$ cat config.mk
export PLATFORM = sky130hd
export DESIGN_NAME = keypad_scan_fsm
export DESIGN_NICKNAME = d
export VERILOG_FILES = /design/src/rtl/keypad_scan_fsm.sv
export SDC_FILE = /design/constraint.sdc
export NUM_CORES = 1
export LEC_CHECK = 0
export CAP_MARGIN = 10
export CORE_MARGIN = 2
export CORE_UTILIZATION = 50
export CTS_BUF_LIST = sky130_fd_sc_hd__clkbuf_4
export DETAILED_ROUTE_END_ITERATION = 7
export PLACE_DENSITY_LB_ADDON = 0.08
export SLEW_MARGIN = 20
export SYNTH_ARGS = -nofsm -noshare
export SYNTH_HDL_FRONTEND = slang
export SYNTH_SLANG_ARGS = --single-unit
$ cat constraint.sdc
create_clock -name clk -period 3.1 [get_ports clk]
set_input_delay 0.31 -clock clk [delete_from_list [all_inputs] [get_ports clk]]
set_output_delay 0.31 -clock clk [all_outputs]
set_load 0.03 [all_outputs]
$ cat src/rtl/keypad_scan_fsm.sv
// keypad_scan_fsm: scans a 4x4 hex keypad one row at a time, synchronizes the
// column inputs, debounces press and release, and emits one registered key code
// per press. digit_new/digit_old hold the last two accepted keys.
// Optional feature macro: KEYPAD_REPEAT_EN (auto-repeat while a key is held).
module keypad_scan_fsm #(
    parameter int SCAN_DIV        = 50000,
    parameter int DEBOUNCE_CYCLES = 100000,
    parameter int REPEAT_CYCLES   = 2000000
) (
    input  logic       clk,
    input  logic       reset,
    input  logic [3:0] col,
    output logic [3:0] row,
    output logic [3:0] key,
    output logic       key_valid,
    output logic [3:0] digit_new,
    output logic [3:0] digit_old
);

    // One shared width, large enough that no counter can wrap while in use.
    localparam int MAX_AB  = (SCAN_DIV > DEBOUNCE_CYCLES) ? SCAN_DIV : DEBOUNCE_CYCLES;
    localparam int MAX_CNT = (MAX_AB > REPEAT_CYCLES) ? MAX_AB : REPEAT_CYCLES;
    localparam int CW      = $clog2(MAX_CNT + 1);

    typedef logic [CW-1:0] cnt_t;

    localparam cnt_t CNT_ONE   = cnt_t'(1);
    localparam cnt_t SCAN_LAST = cnt_t'(SCAN_DIV - 1);
    localparam cnt_t DEB_LAST  = cnt_t'(DEBOUNCE_CYCLES - 1);
`ifdef KEYPAD_REPEAT_EN
    localparam cnt_t REP_LAST  = cnt_t'(REPEAT_CYCLES - 1);
`endif

    typedef enum logic [1:0] {
        SCAN     = 2'd0,
        DEBOUNCE = 2'd1,
        HELD     = 2'd2,
        RELEASE  = 2'd3
    } state_t;

    state_t     state, state_d;
    logic [1:0] row_idx, row_d;
    logic [1:0] cap_r, cap_r_d;
    logic [1:0] cap_c, cap_c_d;
    cnt_t       dwell, dwell_d;
    cnt_t       deb_cnt, deb_d;
`ifdef KEYPAD_REPEAT_EN
    cnt_t       rep_cnt, rep_d;
`endif
    logic       fire;

    logic [3:0] col_s1;
    logic [3:0] cs;
    logic       cs_hit;
    logic [1:0] cs_idx;
    logic [3:0] key_code;

    // Two-flop synchronizer for the asynchronous column inputs.
    always_ff @(posedge clk) begin
        // NOTE: sequential state uses non-blocking assignments so every flop
        // samples the pre-edge value of its neighbours.
        if (!reset) begin
            col_s1 <= '0;
            cs     <= '0;
        end else begin
            col_s1 <= col;
            cs     <= col_s1;
        end
    end

    // State register plus all datapath registers and registered outputs.
    always_ff @(posedge clk) begin
        if (!reset) begin
            state     <= SCAN;
            row_idx   <= 2'd0;
            cap_r     <= 2'd0;
            cap_c     <= 2'd0;
            dwell     <= '0;
            deb_cnt   <= '0;
`ifdef KEYPAD_REPEAT_EN
            rep_cnt   <= '0;
`endif
            key       <= 4'h0;
            key_valid <= 1'b0;
            digit_new <= 4'h0;
            digit_old <= 4'h0;
        end else begin
            state     <= state_d;
            row_idx   <= row_d;
            cap_r     <= cap_r_d;
            cap_c     <= cap_c_d;
            dwell     <= dwell_d;
            deb_cnt   <= deb_d;
`ifdef KEYPAD_REPEAT_EN
            rep_cnt   <= rep_d;
`endif
            key_valid <= fire;
            if (fire) begin
                key       <= key_code;
                digit_old <= digit_new;
                digit_new <= key_code;
            end
        end
    end

    // Next-state logic: scan dwell, capture, debounce, hold and release tracking.
    always_comb begin
        // NOTE: every combinationally assigned signal gets a default first so
        // no path leaves it unassigned and no latch is inferred.
        state_d = state;
        row_d   = row_idx;
        cap_r_d = cap_r;
        cap_c_d = cap_c;
        dwell_d = dwell;
        deb_d   = deb_cnt;
`ifdef KEYPAD_REPEAT_EN
        rep_d   = rep_cnt;
`endif
        fire    = 1'b0;

        cs_hit = cs[cap_c];
        cs_idx = 2'd0;
        for (int i = 0; i < 4; i++) begin
            if (cs[i]) cs_idx = 2'(i);
        end

        unique case (state)
            SCAN: begin
                if (dwell == SCAN_LAST) begin
                    dwell_d = '0;
                    if ($onehot(cs)) begin
                        // Exactly one column on the driven row: lock onto it.
                        cap_r_d = row_idx;
                        cap_c_d = cs_idx;
                        deb_d   = '0;
                        state_d = DEBOUNCE;
                    end else begin
                        row_d = row_idx + 2'd1;
                    end
                end else begin
                    dwell_d = dwell + CNT_ONE;
                end
            end
            DEBOUNCE: begin
                if (!cs_hit) begin
                    state_d = SCAN;
                    row_d   = row_idx + 2'd1;
                    dwell_d = '0;
                end else if (deb_cnt == DEB_LAST) begin
                    state_d = HELD;
                    fire    = 1'b1;
`ifdef KEYPAD_REPEAT_EN
                    rep_d   = '0;
`endif
                end else begin
                    deb_d = deb_cnt + CNT_ONE;
                end
            end
            HELD: begin
                if (!cs_hit) begin
                    deb_d   = '0;
                    state_d = RELEASE;
                end
`ifdef KEYPAD_REPEAT_EN
                else if (rep_cnt == REP_LAST) begin
                    fire  = 1'b1;
                    rep_d = '0;
                end else begin
                    rep_d = rep_cnt + CNT_ONE;
                end
`endif
            end
            RELEASE: begin
                if (cs_hit) begin
                    // Release glitch: back to holding, no new pulse.
                    state_d = HELD;
`ifdef KEYPAD_REPEAT_EN
                    rep_d   = '0;
`endif
                end else if (deb_cnt == DEB_LAST) begin
                    state_d = SCAN;
                    row_d   = row_idx + 2'd1;
                    dwell_d = '0;
                end else begin
                    deb_d = deb_cnt + CNT_ONE;
                end
            end
            default: state_d = SCAN;
        endcase
    end

    // Output decode: one-hot row drive and key map lookup of the captured position.
    always_comb begin
        row = 4'b0001 << row_idx;
        case ({cap_r, cap_c})
            4'b00_00: key_code = 4'h1;
            4'b00_01: key_code = 4'h2;
            4'b00_10: key_code = 4'h3;
            4'b00_11: key_code = 4'hA;
            4'b01_00: key_code = 4'h4;
            4'b01_01: key_code = 4'h5;
            4'b01_10: key_code = 4'h6;
            4'b01_11: key_code = 4'hB;
            4'b10_00: key_code = 4'h7;
            4'b10_01: key_code = 4'h8;
            4'b10_10: key_code = 4'h9;
            4'b10_11: key_code = 4'hC;
            4'b11_00: key_code = 4'hE;
            4'b11_01: key_code = 4'h0;
            4'b11_10: key_code = 4'hF;
            default:  key_code = 4'hD;
        endcase
    end

endmodule
# Yosys cells after proc, flatten, opt, wreduce, memory -nomap -nowiden

Memory sizes are Yosys's and may differ from the RTL's. A register that Yosys moved wholly into a read port is not among the register bits.
Index checks and enable logic that the tools add are counted.

Register bits after elaboration: 63
Bits in latches: 0
Bits in writable memories: 0
ROM bits: 64
Output and inout bits: 17
Memories kept: 1

Memories:

| name            | words | width | read ports | clocked after Yosys merged registers in | wr ports | RTL line | RTL |
|---|---|---|---|---|---|---|---|
| (no name shown) | 16    | 4     | 1          | 1                                       | 0        | 195      | `case ({cap_r, cap_c})` |

Add/sub/neg operators: 6
Multipliers: 0
Div/mod/pow operators: 0
$lt $le $gt $ge: 1
Equality and inequality tests: 16
Shift-type cells: 1
Mux-type cells: 33
Bitwise logic cells: 0
Reduce and logical (&&, ||, !) cells: 8

Operator list:

| operator                | number |
|---|---|
| $mux W21                | 9 |
| $pmux W21 S4            | 1 |
| $pmux W21 S3            | 1 |
| $add A21 B1 Y21 const B | 2 |
| $mux W2                 | 14 |
| $eq A21 B16 Y1 const B  | 1 |
| $eq A21 B17 Y1 const B  | 1 |
| $ne A2 B2 Y1 const B    | 8 |
| $reduce_and A5 Y1       | 2 |
| $pmux W2 S4             | 1 |
| $ne A3 B3 Y1 const B    | 2 |
| $pmux W2 S3             | 1 |
| $reduce_and A6 Y1       | 1 |
| $mux W1                 | 5 |
| $add A1 B1 Y2           | 2 |
| $eq A2 B2 Y1 const B    | 2 |
| $reduce_and A4 Y1       | 1 |
| $shl A1 B2 Y4 const A   | 1 |
| $add A2 B2 Y3           | 1 |
| $eq A3 B1 Y1 const B    | 1 |
| $lt A2 B3 Y1 const B    | 1 |
| $reduce_and A3 Y1       | 1 |
| $reduce_bool A3 Y1      | 1 |
| $add A2 B1 Y2 const B   | 1 |
| other kinds (4)         | 4 |

# Logic depth before layout (Yosys ltp)

Gate-level depths: netlist of the first run.

Depth after elaboration: 6
Mapped depth: 12

# Least setup slack after synthesis of the first run

No wires, ideal clock.

Path type: reg2reg
From: reg cs[0]
To: reg deb_cnt[0]
Setup time: 0.072 ns
Data arrival time: 2.704 ns
Required time: 3.028 ns
Slack: 0.324 ns
Stages on the path, launching flop included: 12
Clock period less this slack: 2.776 ns
Cell sequence: dfxtp_1 inv_1 fa_1 inv_1 ha_1 ha_1 or3b_2 nor3_1 nand3_1 clkbuf_1 a21oi_1 mux2i_1

Cells in the longest elaborated chain, start to end: 5

Ends and longest elaborated chain:

| what                                | RTL line | RTL |
|---|---|---|
| start: declaration                  | 53       | `logic [3:0] cs;` |
| start signal: assignment            | 67       | `cs <= col_s1;` |
| $add A1 B1 Y2 (implied by the code) | 131      | `if ($onehot(cs)) begin` |
| $add A2 B2 Y3 (implied by the code) | 131      |  |
| $eq A3 B1 Y1                        | 131      |  |
| $ne A2 B2 Y1 (no line)              | -        |  |
| $reduce_and A5 Y1 (no line) *       | -        |  |
| end signal: assignment              | 79       | `deb_cnt <= '0;` |
| end signal: assignment              | 93       | `deb_cnt <= deb_d;` |
| end: declaration                    | 46       | `cnt_t deb_cnt, deb_d;` |

Mark *: on every way between the ends. The rest lies on a longest branch, timed or not. The select of a mux whose other input is x is not followed.
A chain may end at the register's enable or synchronous reset.

# Final worst setup path of the first run

From: reg cs[0]
To: reg deb_cnt[6]

Same word-level chain as after synthesis.

==> results of run 1 <==
-- layout make-up --
type                            instances  area, um^2  area share, %
Sequential cell                        67        1340           32.3
Clock buffer                           10        75.1           1.81
Clock inverter                          6        56.3           1.36
Multi-Input combinational cell        311        2180           52.5
Timing Repair Buffer                   31         300           7.24
Tap cell                               99         124           2.99
Inverter                               19        71.3           1.72
-- worst paths after layout --
check / start / slack, ns / cells past startpoint / to
hold reg to reg: col_s1[0] / 0.45 / 1 / cs[0]
setup / recovery: cs[0] / 0.15 / 11 / deb_cnt[6]
hold / removal: col_s1[0] / 0.45 / 1 / cs[0]
setup reg to reg: cs[0] / 0.15 / 11 / deb_cnt[6]
-- cell usage after synthesis, drive strengths merged, types with 7 or more instances --
cell type / number / area share (%)
clkbuf: 29 / 2.9
buf: 7 / 1.3
nor3: 8 / 1.1
o21ai: 13 / 1.7
o31ai: 10 / 2.2
nand2: 17 / 1.7
nand3b: 19 / 3.8
or4: 12 / 2.4
nand3: 39 / 5.2
a21oi: 38 / 5.1
and2: 14 / 2.4
inv: 19 / 1.9
and4: 8 / 1.9
dfxtp: 67 / 36
nor2: 19 / 1.9
ha: 13 / 4.4
nand4: 13 / 2.2
mux2i: 36 / 9.7
-- stage by stage --
step / hold slack, ns / std cells / cell area (um^2) / util (%) / power (mW)
2_1_floorplan: 0.412 / 433 / 3720 / - / 0.933
3_3_place_gp: 0.422 / 527 / 4000 / 55.4 / 0.950
3_5_place_dp: 0.424 / 527 / 4000 / 55.4 / 0.953
4_1_cts: 0.449 / 543 / 4130 / 57.2 / 1.52
5_1_grt: 0.431 / 543 / 4150 / 57.5 / 1.56
6_report: 0.450 / 543 / 4150 / 57.5 / 1.51
-- metal layers --
layer	vias up	part of all wire, %
met5	-	0
met1	1564	47
met3	7	3.5
met4	0	0.93
li1	1620	-
met2	43	49
-- power breakdown --
group | internal, mW | switching, mW
sequential | 0.869 | 0.00548
clock | 0.248 | 0.325
combinational | 0.0250 | 0.0333
-- flip-flops by register name, summed over array words and instances (netlist names), named ones only --
signal	cells
cap_c	2
cap_r	2
col_s1	4
cs	4
deb_cnt	21
digit_new	4
digit_old	4
dwell	21
key_valid	1
row_idx	2
state	1
-- worst max-delay path, stage by stage, from the launching register on --
cell      delay (ns)
dfxtp_1         0.34
inv_1           0.06
fa_1            0.53
inv_1           0.04
ha_1            0.17
ha_1            0.26
or3b_2          0.48
nor3_1          0.19
nand3_2         0.12
buf_12          0.22
a211oi_1        0.28
mux2i_1         0.20
-- logic make-up (layout without fill, tap and decap cells) --
family          count (synthesis)  count (layout)
simple gates                  171             171
buf+inv                        55              66
flops                          67              67
fa+ha+maj                      14              14
mux                            40              40
compound gates                 86              86
==> results.sh, run 1 <==
export IMPL_status="finished, final reports clean"
export IMPL_drc=0
export IMPL_wl_per_cell_um=14.8
export IMPL_vias_per_cell=5.96
export IMPL_cts_setup_buffers=0
export IMPL_fin_setup_tns_ns=0
export IMPL_p_per_area_nw_per_um2=363
export IMPL_area_growth_pct=11.5
export IMPL_synth_xor_area_share_pct=0
export IMPL_grt_overflow=0
export IMPL_fin_skew_ns=0.0141
export IMPL_port_buffers=22
export IMPL_grt_setup_unrepaired="false"
export IMPL_syn_num_nets=453
export IMPL_critPathLaunchType="register"
export IMPL_critical_path_class="register to register"
export IMPL_relSlewSlack_pct=30.7
export IMPL_grt_pass1_vias=2937
export IMPL_track_usage_pct=20.6
export IMPL_ant_nets=0
export IMPL_synth_flop_cell="dfxtp_1"
export IMPL_die_height_um=90.3
export IMPL_drt_wl_total_mm=8.06
export IMPL_final_common_cell="dfxtp_1"
export IMPL_hold_class="register to register"
export IMPL_die_area_um2=8150
export IMPL_nFillCells=687
export IMPL_p_leak_nw=1.35
export IMPL_drt_iter0_drc=190
export IMPL_finalSetupViolations=0
export IMPL_mostFrequentLayoutCells="67 x dfxtp_1, 38 x nand3_1, 37 x a21oi_1, 36 x mux2i_1, 22 x clkdlybuf4s50_1"
export IMPL_coreArea_um2=7210
export IMPL_yosysWarnings=0
export IMPL_cts_tree="built"
export IMPL_drive_gt1_share_pct=8.78
export IMPL_post_route_period_util_pct=95.1
export IMPL_cts_hold_repair_buffers=0
export IMPL_nets=459
export IMPL_crit_fanout=67
export IMPL_avgSynthCellArea_um2=8.59
export IMPL_cap_violations=0
export IMPL_yosys_area_share_simple_pct=26.9
export IMPL_cp_end_kind="register"
export IMPL_setup_ws_ns=0.152
export IMPL_cts_root_buf="clkbuf_4"
export IMPL_n_antenna_cell=0
export IMPL_synth_seq_area_share_pct=36.1
export IMPL_synth_seq_cells=67
export IMPL_fmax_mhz=339
export IMPL_syn_area_um2=3720
export IMPL_grtUsageMet2_pct=34.4
export IMPL_crit_required_ns=3.46
export IMPL_hold_violations=0
export IMPL_rows=31
export IMPL_synthArstFlopShare_pct=0
export IMPL_grt_max_degree=68
export IMPL_synth_top_family_by_area="simple AND/OR/NAND/NOR gates"
export IMPL_cts_made_buffers=9
export IMPL_initial_core_util_pct=51.6
export IMPL_grt_use_met3_pct=5.51
export IMPL_insertion_delay_ns=0.42
export IMPL_cts_sinks=67
export IMPL_clk_pin_slew_ns=0.11
export IMPL_synth_fa_ha_area_share_pct=4.91
export IMPL_synth_cell_type_count=48
export IMPL_antenna_found_initial=0
export IMPL_arrival_ns=3.30
export IMPL_io_pins=23
export IMPL_vias=3234
export IMPL_period_needed_ns=2.95
export IMPL_grt_pass1_wl_mm=13.8
export IMPL_synth_edff_count=0
export IMPL_drv_slew=0
export IMPL_die_w_um=90.3
export IMPL_gp_congestion=0.848
export IMPL_synth_cells=433
export IMPL_synth_compound_area_share_pct=14.5
export IMPL_dr_pass1_iters=4
export IMPL_tightest_slew_ns=1.04
export IMPL_post_place_ws_ns=0.143
export IMPL_htree_levels=3
export IMPL_ctsResizeCount=0
export IMPL_cts_buffer_depth=2
export IMPL_synth_mux_area_share_pct=11.5
export IMPL_irDropWorstVdd_mv=0.213
export IMPL_global_route_usage_met1_pct=26.2
export IMPL_busiest_layer="met2"
export IMPL_dp_final_hpwl_mm=5.38
No activity file was read; power rests on OpenSTA's default activity.
==> run 2, diff against run 1 <==
- PLACE_DENSITY: default -> 0.66
- PLACE_DENSITY_LB_ADDON: 0.08 -> default
==> run 2 against run 1 <==
Net effect:
- clock-buffer cell count down 1
- largest cell class unchanged
- clock skew down 0.0014 ns
- design area up 1.1%
- clock power up 12%
- worst hold slack worse by 0.0030 ns
- die area unchanged
- sequential share of layout area down 0.35 points
==> results.sh, run 2 (synthesis results as in run 1) <==
export IMPL_status="finished, final reports clean"
export IMPL_cts_made_buffers=9
export IMPL_hold_depth=1
export IMPL_track_usage_pct=19.3
export IMPL_p_leak_nw=1.37
export IMPL_crit_chain="inv_1 > fa_1 > inv_1 > ha_1 > ha_1 > or3b_2 > nor3_2 > nand3_2 > buf_12 > a211oi_1 > mux2i_1"
export IMPL_drive_gt1_share_pct=9.21
export IMPL_hold_violations=0
export IMPL_n_antenna_cell=0
export IMPL_fin_setup_tns_ns=0
export IMPL_post_place_ws_ns=0.120
export IMPL_final_common_cell="dfxtp_1"
export IMPL_ant_nets=0
export IMPL_cp_end_kind="register"
export IMPL_grt_pass1_wl_mm=13.1
export IMPL_rows=31
export IMPL_setup_ws_ns=0.155
export IMPL_drt_iter0_drc=131
export IMPL_final_util_pct=58.1
export IMPL_mostFrequentLayoutCells="67 x dfxtp_1, 38 x nand3_1, 37 x a21oi_1, 36 x mux2i_1, 22 x clkdlybuf4s50_1"
export IMPL_area_growth_pct=12.7
export IMPL_fmax_mhz=340
export IMPL_dr_pass1_iters=4
export IMPL_critical_path_class="register to register"
export IMPL_p_per_area_nw_per_um2=376
export IMPL_path_depth=11
export IMPL_io_pins=23
export IMPL_clk_pin_slew_ns=0.11
export IMPL_ctsResizeCount=0
export IMPL_die_w_um=90.3
export IMPL_dp_final_hpwl_mm=5.14
export IMPL_tightest_slew_ns=0.728
export IMPL_fin_skew_ns=0.0127
export IMPL_drc=0
export IMPL_die_height_um=90.3
export IMPL_cts_setup_buffers=0
export IMPL_die_area_um2=8150
export IMPL_antenna_found_initial=0
export IMPL_irDropWorstVdd_mv=0.204
export IMPL_hold_slack_ns=0.447
export IMPL_coreArea_um2=7210
export IMPL_critPathTopFamily="adder cells"
export IMPL_hold_class="register to register"
export IMPL_reg_top3="deb_cnt: 21 flops, dwell: 21 flops"
export IMPL_slowest_stage="fa_1"
export IMPL_drv_slew=0
export IMPL_nFillCells=650
export IMPL_crit_fanout=67
export IMPL_insertion_delay_ns=0.41
export IMPL_initial_core_util_pct=51.6
export IMPL_cpPeakStageDelay_ns=0.52
export IMPL_vias=3218
export IMPL_cts_sinks=67
export IMPL_grt_max_degree=68
export IMPL_drt_wl_total_mm=7.70
export IMPL_finalSetupViolations=0
export IMPL_vias_per_cell=5.92
export IMPL_gp_congestion=0.795
export IMPL_cts_buffer_depth=2
export IMPL_cts_hold_repair_buffers=0
export IMPL_post_route_period_util_pct=95.0
export IMPL_grt_overflow=0
export IMPL_htree_levels=3
export IMPL_cts_root_buf="clkbuf_4"
export IMPL_worst_path_buf_inv=3
export IMPL_layoutNonFillerInstCount=544
export IMPL_period_needed_ns=2.95
export IMPL_rr_worst_depth=11
export IMPL_nets=460
export IMPL_critPathLaunchType="register"
export IMPL_grt_pass1_vias=2866
export IMPL_cts_tree="built"
export IMPL_dp_cells=527
export IMPL_port_buffers=22
export IMPL_crit_required_ns=3.44
export IMPL_relSlewSlack_pct=51.1
export IMPL_cap_violations=0
export IMPL_arrival_ns=3.29
export IMPL_wl_per_cell_um=14.2
==> run 2: final timing paths <==
path,slack (ns),from,end
worst max-delay path,0.15,cs[0],deb_cnt[6]
worst min-delay path,0.45,col_s1[2],cs[2]
worst max register to register,0.15,cs[0],deb_cnt[6]
worst min register to register,0.45,col_s1[2],cs[2]
==> run 2: routing by layer <==
layer | share of wire [%] | track usage (%)
met1 | 48 | 25.6
met2 | 46 | 30.9
met3 | 4.4 | 3.51
met4 | 1.5 | 8.08
met5 | 0 | 0
==> run 2: per-stage QoR <==
stage	cell area [um^2]	total power [mW]
2_1_floorplan	3720	0.933
5_1_grt	4190	1.64
6_report	4190	1.58
4_1_cts	4160	1.60
3_5_place_dp	4000	0.952
3_3_place_gp	4000	0.949
==> run 2: report_power, final <==
group          leakage (nW)  switching, mW  total, mW  internal, mW
Combinational         0.749         0.0331     0.0584        0.0253
Clock                0.0796          0.320      0.644         0.324
Sequential            0.542        0.00541      0.874         0.869
Total                  1.37          0.358       1.58          1.22
==> run 2: layout make-up <==
| cell class | instances | area [um^2] | area share [%] |
|---|---|---|---|
| multi-input cells | 311 | 2180 | 52.1 |
| flip-flops and latches | 67 | 1340 | 32.0 |
| repair buffers | 32 | 312 | 7.43 |
| well taps | 99 | 124 | 2.95 |
| clock inverters | 7 | 92.6 | 2.21 |
| inverters | 19 | 71.3 | 1.70 |
| clock buffers | 9 | 67.6 | 1.61 |
==> run 2: worst reg2reg max path, delay by kind of cell, from the launching register on <==
kind	cells	cell delay [ns]
fa+ha+maj	3	0.95
simple gates	3	0.76
flops	1	0.34
buf+inv	3	0.31
compound gates	1	0.31
mux	1	0.20
==> run 3, diff against run 2 <==
- CORE_MARGIN: 2 -> default
- GPL_TIMING_DRIVEN: default -> 0
==> run 3 against run 2 <==
Net effect:
- clock skew barely moved
- design area up 0.30%
- combinational power is essentially flat
- largest power group unchanged
- total power fell by 5.2%
- highest routed layer unchanged
- via count up 5.9%
- critical path depth is the same
- clock power shrank 13%
- register-to-register slack is essentially flat
- utilization grew 0.17 points
- sequential share of layout area shrank 0.095 points
==> results.sh, run 3 (synthesis results as in run 1) <==
export IMPL_pwr_share_clk_pct=37.6
export IMPL_cp_end_kind="register"
export IMPL_p_seq_share_pct=58.5
export IMPL_p_int_mw=1.14
export IMPL_swShare_pct=23.7
export IMPL_irDropWorstVdd_mv=0.229
export IMPL_crit_required_ns=3.44
export IMPL_die_w_um=88.3
export IMPL_finalSetupViolations=0
export IMPL_grt_pass1_wl_mm=14.5
export IMPL_initial_core_util_pct=51.6
export IMPL_cts_tree="built"
export IMPL_nFillCells=674
export IMPL_critPathLaunchType="register"
export IMPL_vias=3409
export IMPL_cts_buffer_depth=2
export IMPL_combPwrFrac_pct=3.9
export IMPL_fmax_mhz=341
export IMPL_nets=485
export IMPL_dp_final_hpwl_mm=6.13
export IMPL_rows=31
export IMPL_insertion_delay_ns=0.42
export IMPL_drt_wl_total_mm=8.72
export IMPL_relSlewSlack_pct=51.5
export IMPL_register_area_um2=1340
export IMPL_reg_top3="deb_cnt: 21 flops, dwell: 21 flops"
export IMPL_drc=0
export IMPL_grt_max_degree=12
export IMPL_htree_levels=3
export IMPL_hold_violations=0
export IMPL_hold_class="input pin to register"
export IMPL_cts_made_buffers=9
export IMPL_drv_slew=0
export IMPL_antenna_found_initial=0
export IMPL_status="finished, final reports clean"
export IMPL_dr_pass1_iters=5
export IMPL_final_util_pct=58.3
export IMPL_vias_per_cell=5.99
export IMPL_arrival_ns=3.28
export IMPL_port_buffers=21
export IMPL_post_route_period_util_pct=94.6
export IMPL_grt_pass1_vias=2979
export IMPL_die_height_um=88.3
export IMPL_switchingPower_uw=354
export IMPL_gp_congestion=0.871
export IMPL_fin_skew_ns=0.0130
export IMPL_tightest_slew_ns=0.723
export IMPL_p_per_area_nw_per_um2=355
export IMPL_final_common_cell="dfxtp_1"
export IMPL_drt_iter0_drc=201
export IMPL_cts_root_buf="clkbuf_4"
export IMPL_track_usage_pct=23.9
export IMPL_coreArea_um2=7210
export IMPL_critical_path_class="register to register"
export IMPL_crit_fanout=10
export IMPL_fin_setup_tns_ns=0
export IMPL_cts_hold_repair_buffers=0
export IMPL_clk_pin_slew_ns=0.11
export IMPL_wl_per_cell_um=15.3
export IMPL_io_pins=23
export IMPL_die_area_um2=7790
export IMPL_area_growth_pct=13.1
export IMPL_mostFrequentLayoutCells="67 x dfxtp_1, 39 x nand3_1, 37 x a21oi_1, 36 x mux2i_1, 25 x clkbuf_1"
export IMPL_cts_setup_buffers=0
export IMPL_cts_sinks=67
export IMPL_multi_input_area_um2=2160
export IMPL_p_leak_nw=1.38
export IMPL_ant_nets=0
export IMPL_drive_gt1_share_pct=7.66
export IMPL_grt_overflow=0
export IMPL_cap_violations=0
export IMPL_period_needed_ns=2.93
export IMPL_n_antenna_cell=0
==> run 3: power by group through the flow <==
stage               clock network, mW  logic, mW  registers (mW)
finish                          0.562     0.0583           0.874
global route                    0.611     0.0653           0.876
floorplan                           0     0.0409           0.892
global placement                    0     0.0564           0.893
CTS                             0.581     0.0581           0.874
detailed placement                  0     0.0579           0.894
==> run 3: critical path: stages (launching register included) <==
cell	delay, ns
dfxtp_1	0.35
inv_1	0.06
fa_1	0.52
inv_1	0.05
ha_1	0.17
ha_1	0.25
or3b_2	0.47
nor3_1	0.14
nand3_1	0.15
buf_2	0.23
a211oi_1	0.27
mux2i_1	0.21
==> run 3: cell type report <==
type                            count  share of cell area (%)
Multi-Input combinational cell    311                    51.4
Timing Repair Buffer               21                    5.00
Inverter                           19                    1.70
Tap cell                           99                    2.95
Sequential cell                    67                    31.9
Buffer                             36                    3.93
Clock buffer                       10                    1.79
Clock inverter                      6                    1.34
==> run 3: path summary, 6_finish.rpt <==
kind         startpoint  slack, ns  cells after the start           to
min reg2reg   col_s1[3]       0.44                      1        cs[3]
max reg2reg       cs[0]       0.17                     11  deb_cnt[20]
min               reset       0.31                      3   row_idx[0]
max               cs[0]       0.17                     11  deb_cnt[20]
==> run 3: repair_timing <==
item	in CTS	in global routing
endpoints found under the setup margin	6	32
endpoints found under the hold margin	0	0
resized for setup	3	12
==> run 3: layer usage <==
layer	GRT usage, %	up-vias	wire length (um)
met2	38.8	99	4050
li1	-	1676	-
met5	0	-	0
met3	7.09	16	476
met1	30.7	1618	4040
met4	7.48	0	149
==> run 3: metrics by stage <==
step	hold WS [ns]	setup WS (ns)	cells	area [um^2]	power [mW]
after floorplan	0.412	0.324	433	3720	0.933
after global placement	0.422	0.0360	553	4050	0.950
after detailed placement	0.418	0.000344	553	4050	0.952
after CTS	0.268	0.0246	569	4190	1.51
after global routing	0.318	-0.00934	569	4210	1.55
final	0.311	0.167	569	4210	1.49
==> edit 1, RTL diff (settings of run 3) <==
The parameter `REPEAT_CYCLES` goes from 2000000 to 8000000.
--- a/src/rtl/keypad_scan_fsm.sv
+++ b/src/rtl/keypad_scan_fsm.sv
@@ -5,7 +5,7 @@
 module keypad_scan_fsm #(
     parameter int SCAN_DIV        = 50000,
     parameter int DEBOUNCE_CYCLES = 100000,
-    parameter int REPEAT_CYCLES   = 2000000
+    parameter int REPEAT_CYCLES   = 8000000
 ) (
     input  logic       clk,
     input  logic       reset,
Function: same outputs for any inputs over 10 cycles, from zero or initial values and one cycle with reset low; that may be too few to reach the edited logic, so the function may still have changed.
==> edit 1 against run 3 <==
Area after synthesis grew 7.0%; wire length rose by 18%; cell area up 8.0%; utilization is 0.49 points higher; critical path type unchanged; critical path depth unchanged; total power increased by 19%; non-clock buffer count rose by 4; setup slack got worse by 0.036 ns; sequential cell count increased by 4; clock skew is essentially flat; largest power group unchanged.
==> edit 1: results (changes against run 3) <==
mux cell area share after synthesis 8.74% (-2.8 points); Area after DPL 4330 sq um (+6.7%); worst r2r dst deb_cnt[3]$_SDFFE_PN0P_; Flop pwr share 51.9% (-6.6 points); post-DP HPWL 7200 um (+17%); Worst slew margin 38.0% (-13 points); Setup WS pre-CTS 0.0390 ns (+0.0387 ns); Setup WS post-layout 0.131 ns (-0.0363 ns); Hold Path Stages 1 (-2); Reg2Reg Depth 11 (unchanged); M1 wire length 4700 um (+16%); RePlAce Congestion 0.883 (+1.4%); FILL cells 702 (+4.2%); VDD IR-drop max 0.000180 V (-21%); outcome finished, final reports clean; Max Clock Skew 0.0133 ns (+0.000305 ns); Post-Syn Nets 493 (+8.8%); diode count 0 (unchanged); worst hold start col_s1[3]$_SDFF_PN0_; overall global routing resource usage 26.1% (+2.1 points); largest net degree at the start of global routing 13 (+1); hold_ws 0.446 ns (+0.135 ns); P_leak 0.00141 uW (+2.8%); port bufs 22 (+4.8%); crit-path max FO 10 (unchanged); CP top delay family adder cells; Net Sw Power 429 uW (+21%); H-tree level count 3 (unchanged); layout cell share with drive strength beyond 1 7.45% (-0.21 points); Post-Route WL 10300 um (+18%); initial antenna violation count 0 (unchanged); post-synth cell types 49 (+2.1%); xor/xnor share of the synthesized area 0% (unchanged); met3 wire len 553 um (+16%); hold endpoint cs[3]$_SDFF_PN0_; synth top area cells dfxtp_1, mux2i_1, ha_1; CP Data Arrival Time 3.30 ns (+0.02 ns); post-CTS sizing 0 (-3); hold crit path type reg2reg; clk_lat worst skew around 0.43 ns; routed wl met2 4750 um (+17%); first-pass GRT wire length 17400 um (+20%); Clk. pwr 748 uW (+33%); fin nets 526 (+8.5%); post-synthesis sequential area ratio 35.7% (-0.33 points); Via density 6.31 (+5.3%); vias in the first global route 3508 (+18%); Starting DRT DRC Count 200 (-0.50%); CTS Buf Count 9 (unchanged); biggest regs deb_cnt: 23 flops, dwell: 23 flops; complex-gate fraction of the synthesized area 17.4% (+3.0 points); clock buffer depth 2 (unchanged); Post-Synth Adder-Cell Area 4.59% (-0.32 points); Post-synth top cells dfxtp_1, a21oi_1, nor2_1
-- edit 1: cell count changes after synthesis, moves of 6 or more --
cell      before  now
mux2i_1       36   28
nand3_1       39   21
or3_1          3   13
nand3b_1      19    0
nor3_1         8   16
a21oi_1       38   32
o211ai_1       1   16
nand2_1       17   23
nor4_1         4   14
o31ai_1        9   15
nor2_1        19   31
o21ai_0       12   27
or4_1         12   18
-- edit 1: layer usage --
metal / vias up / global-route usage [%]
met1: 1846 / 33.9
met4: 0 / 11.8
met2: 132 / 42.2
met3: 23 / 4.36
li1: 1861 / -
met5: - / 0
-- edit 1: worst max path at each step --
stage,depth (start not counted),endpoint
CTS,12,deb_cnt[13]$_SDFFE_PN0P_
finish,11,deb_cnt[3]$_SDFFE_PN0P_
global placement,11,deb_cnt[3]$_SDFFE_PN0P_
floorplan,11,deb_cnt[3]$_SDFFE_PN0P_
global route,7,dwell[10]$_SDFFE_PN0P_
detailed placement,12,deb_cnt[18]$_SDFFE_PN0P_
-- edit 1: through the flow --
| step | std cells | power [uW] |
|---|---|---|
| 2_1_floorplan | 473 | 1010 |
| 3_3_place_gp | 597 | 1050 |
| 5_1_grt | 612 | 1840 |
| 6_report | 612 | 1790 |
| 3_5_place_dp | 597 | 1050 |
| 4_1_cts | 612 | 1780 |
-- edit 1: layout make-up --
class                   instances  area [sq um]  area share, %
plain buffers                  39           173           3.80
well taps                     102           128           2.81
clock buffers                   9          67.6           1.49
multi-input cells             348          2370           52.1
inverters                      15          56.3           1.24
flip-flops and latches         71          1420           31.3
repair buffers                 22           220           4.85
clock inverters                 6           110           2.42
-- edit 1: logic make-up (layout without fill, tap and decap cells) --
logic type	after synthesis	in the layout
simple gates	193	193
fa+ha+maj	14	14
buf+inv	54	91
mux	32	32
flops	71	71
compound gates	109	109
==> edit 2, RTL diff (settings of run 3) <==
Without the edit above. Register the input `col` before use, without a reset. The logic sees it one clock later.
--- a/src/rtl/keypad_scan_fsm.sv
+++ b/src/rtl/keypad_scan_fsm.sv
@@ -38,6 +38,12 @@
         RELEASE  = 2'd3
     } state_t;
 
+    logic [3:0] col_q;
+
+    always_ff @(posedge clk) begin
+        col_q <= col;
+    end
+
     state_t     state, state_d;
     logic [1:0] row_idx, row_d;
     logic [1:0] cap_r, cap_r_d;
@@ -63,7 +69,7 @@
             col_s1 <= '0;
             cs     <= '0;
         end else begin
-            col_s1 <= col;
+            col_s1 <= col_q;
             cs     <= col_s1;
         end
     end
Behaviour: no difference found for any inputs over 10 cycles, from zero or initial values and one cycle with reset low; that may be too few to reach the edited logic, so the function may still have changed.
==> edit 2 against run 3 <==
Cell area is 4.8% lower; area after synthesis shrank 6.4%; total power is 3.6% higher; setup slack got worse by 0.028 ns; sequential cell count up 4; combinational power shrank 9.8%; wire length decreased by 20%; die area down 6.2%; largest power group unchanged.
==> edit 2: results (changes against run 3) <==
post-synthesis sequential area ratio 40.8% (+4.7 points); port bufs 22 (+4.8%); FILL cells 612 (-9.2%); hold_ws 0.326 ns (+0.0158 ns); first-pass GRT wire length 11800 um (-19%); Cells after Synth 387 (-11%); grt met2 use 30.6% (-8.2 points); Reg2Reg Depth 12 (+1); xor/xnor share of the synthesized area 7.54% (+7.5 points); post-CTS sizing 2 (-1); Setup WS pre-CTS -0.145 ns (-0.145 ns); Via density 5.50 (-8.1%); Post-Route WL 6960 um (-20%); met3 wire len 228 um (-52%); GR Util met1 28.0% (-2.7 points); layout cell share with drive strength beyond 1 12.0% (+4.3 points); worst hold start col[3]; Max Clock Skew 0.0165 ns (+0.00354 ns); Area after DPL 3800 sq um (-6.2%); crit-path max FO 10 (unchanged); complex-gate fraction of the synthesized area 8.41% (-6.1 points); outcome finished, final reports clean; P_leak 0.00136 uW (-0.77%); Post-synth top cells dfxtp_1, nor2_1, xnor2_1; Post-Syn Nets 407 (-10%); Worst slew margin 44.5% (-7.0 points); Crit Reg-Reg Startpoint cs[1]$_SDFF_PN0_; M1 wire length 3530 um (-13%); Post-Synth Adder-Cell Area 5.24% (+0.33 points); largest net degree at the start of global routing 13 (+1); Hold Path Stages 1 (-2); crit-path max cell delay 0.50 ns (-0.02 ns); vias in the first global route 2483 (-17%); DRT Pass-1 Iters 4 (-1); CP Data Arrival Time 3.29 ns (about the same); placed instance count 489 (-12%); overall global routing resource usage 20.3% (-3.7 points); Starting DRT DRC Count 122 (-39%); routed wl met2 3110 um (-23%); post-DP HPWL 4860 um (-21%); reg2reg setup slack 0.14 ns (-0.03 ns)
-- edit 2: power breakdown --
part	internal, uW	switching, uW	total, uW
combinational	23.9	28.7	52.6
clock	237	328	566
sequential	923	6.70	930
total	1180	364	1550
-- edit 2: kinds of logic (layout without fill, tap and decap cells) --
| group | after synthesis | count (layout) |
|---|---|---|
| xor+xnor | 30 | 30 |
| simple gates | 175 | 175 |
| flops | 71 | 71 |
| fa+ha+maj | 14 | 14 |
| buf+inv | 37 | 76 |
| mux | 13 | 13 |
| compound gates | 47 | 47 |
-- edit 2: area by class of cell --
cell class | count | area [sq um] | share of cell area [%]
plain buffers | 23 | 135 | 3.38
clock buffers | 9 | 67.6 | 1.69
clock inverters | 7 | 63.8 | 1.59
inverters | 14 | 52.6 | 1.31
multi-input cells | 279 | 1930 | 48.3
flip-flops and latches | 71 | 1420 | 35.5
well taps | 80 | 100 | 2.50
repair buffers | 23 | 228 | 5.69
-- edit 2: worst max-delay path by stage --
stage / from / end / slack [ns] / cells past startpoint
CTS: cs[0]$_SDFF_PN0_ / deb_cnt[13]$_SDFFE_PN0P_ / 0.09 / 12
floorplan: cs[0]$_SDFF_PN0_ / deb_cnt[16]$_SDFFE_PN0P_ / 0.28 / 12
global route: cs[0]$_SDFF_PN0_ / deb_cnt[14]$_SDFFE_PN0P_ / -0.0009 / 12
finish: cs[1]$_SDFF_PN0_ / deb_cnt[3]$_SDFFE_PN0P_ / 0.14 / 12
global placement: cs[0]$_SDFF_PN0_ / deb_cnt[3]$_SDFFE_PN0P_ / -0.11 / 12
detailed placement: cs[1]$_SDFF_PN0_ / deb_cnt[15]$_SDFFE_PN0P_ / -0.15 / 12
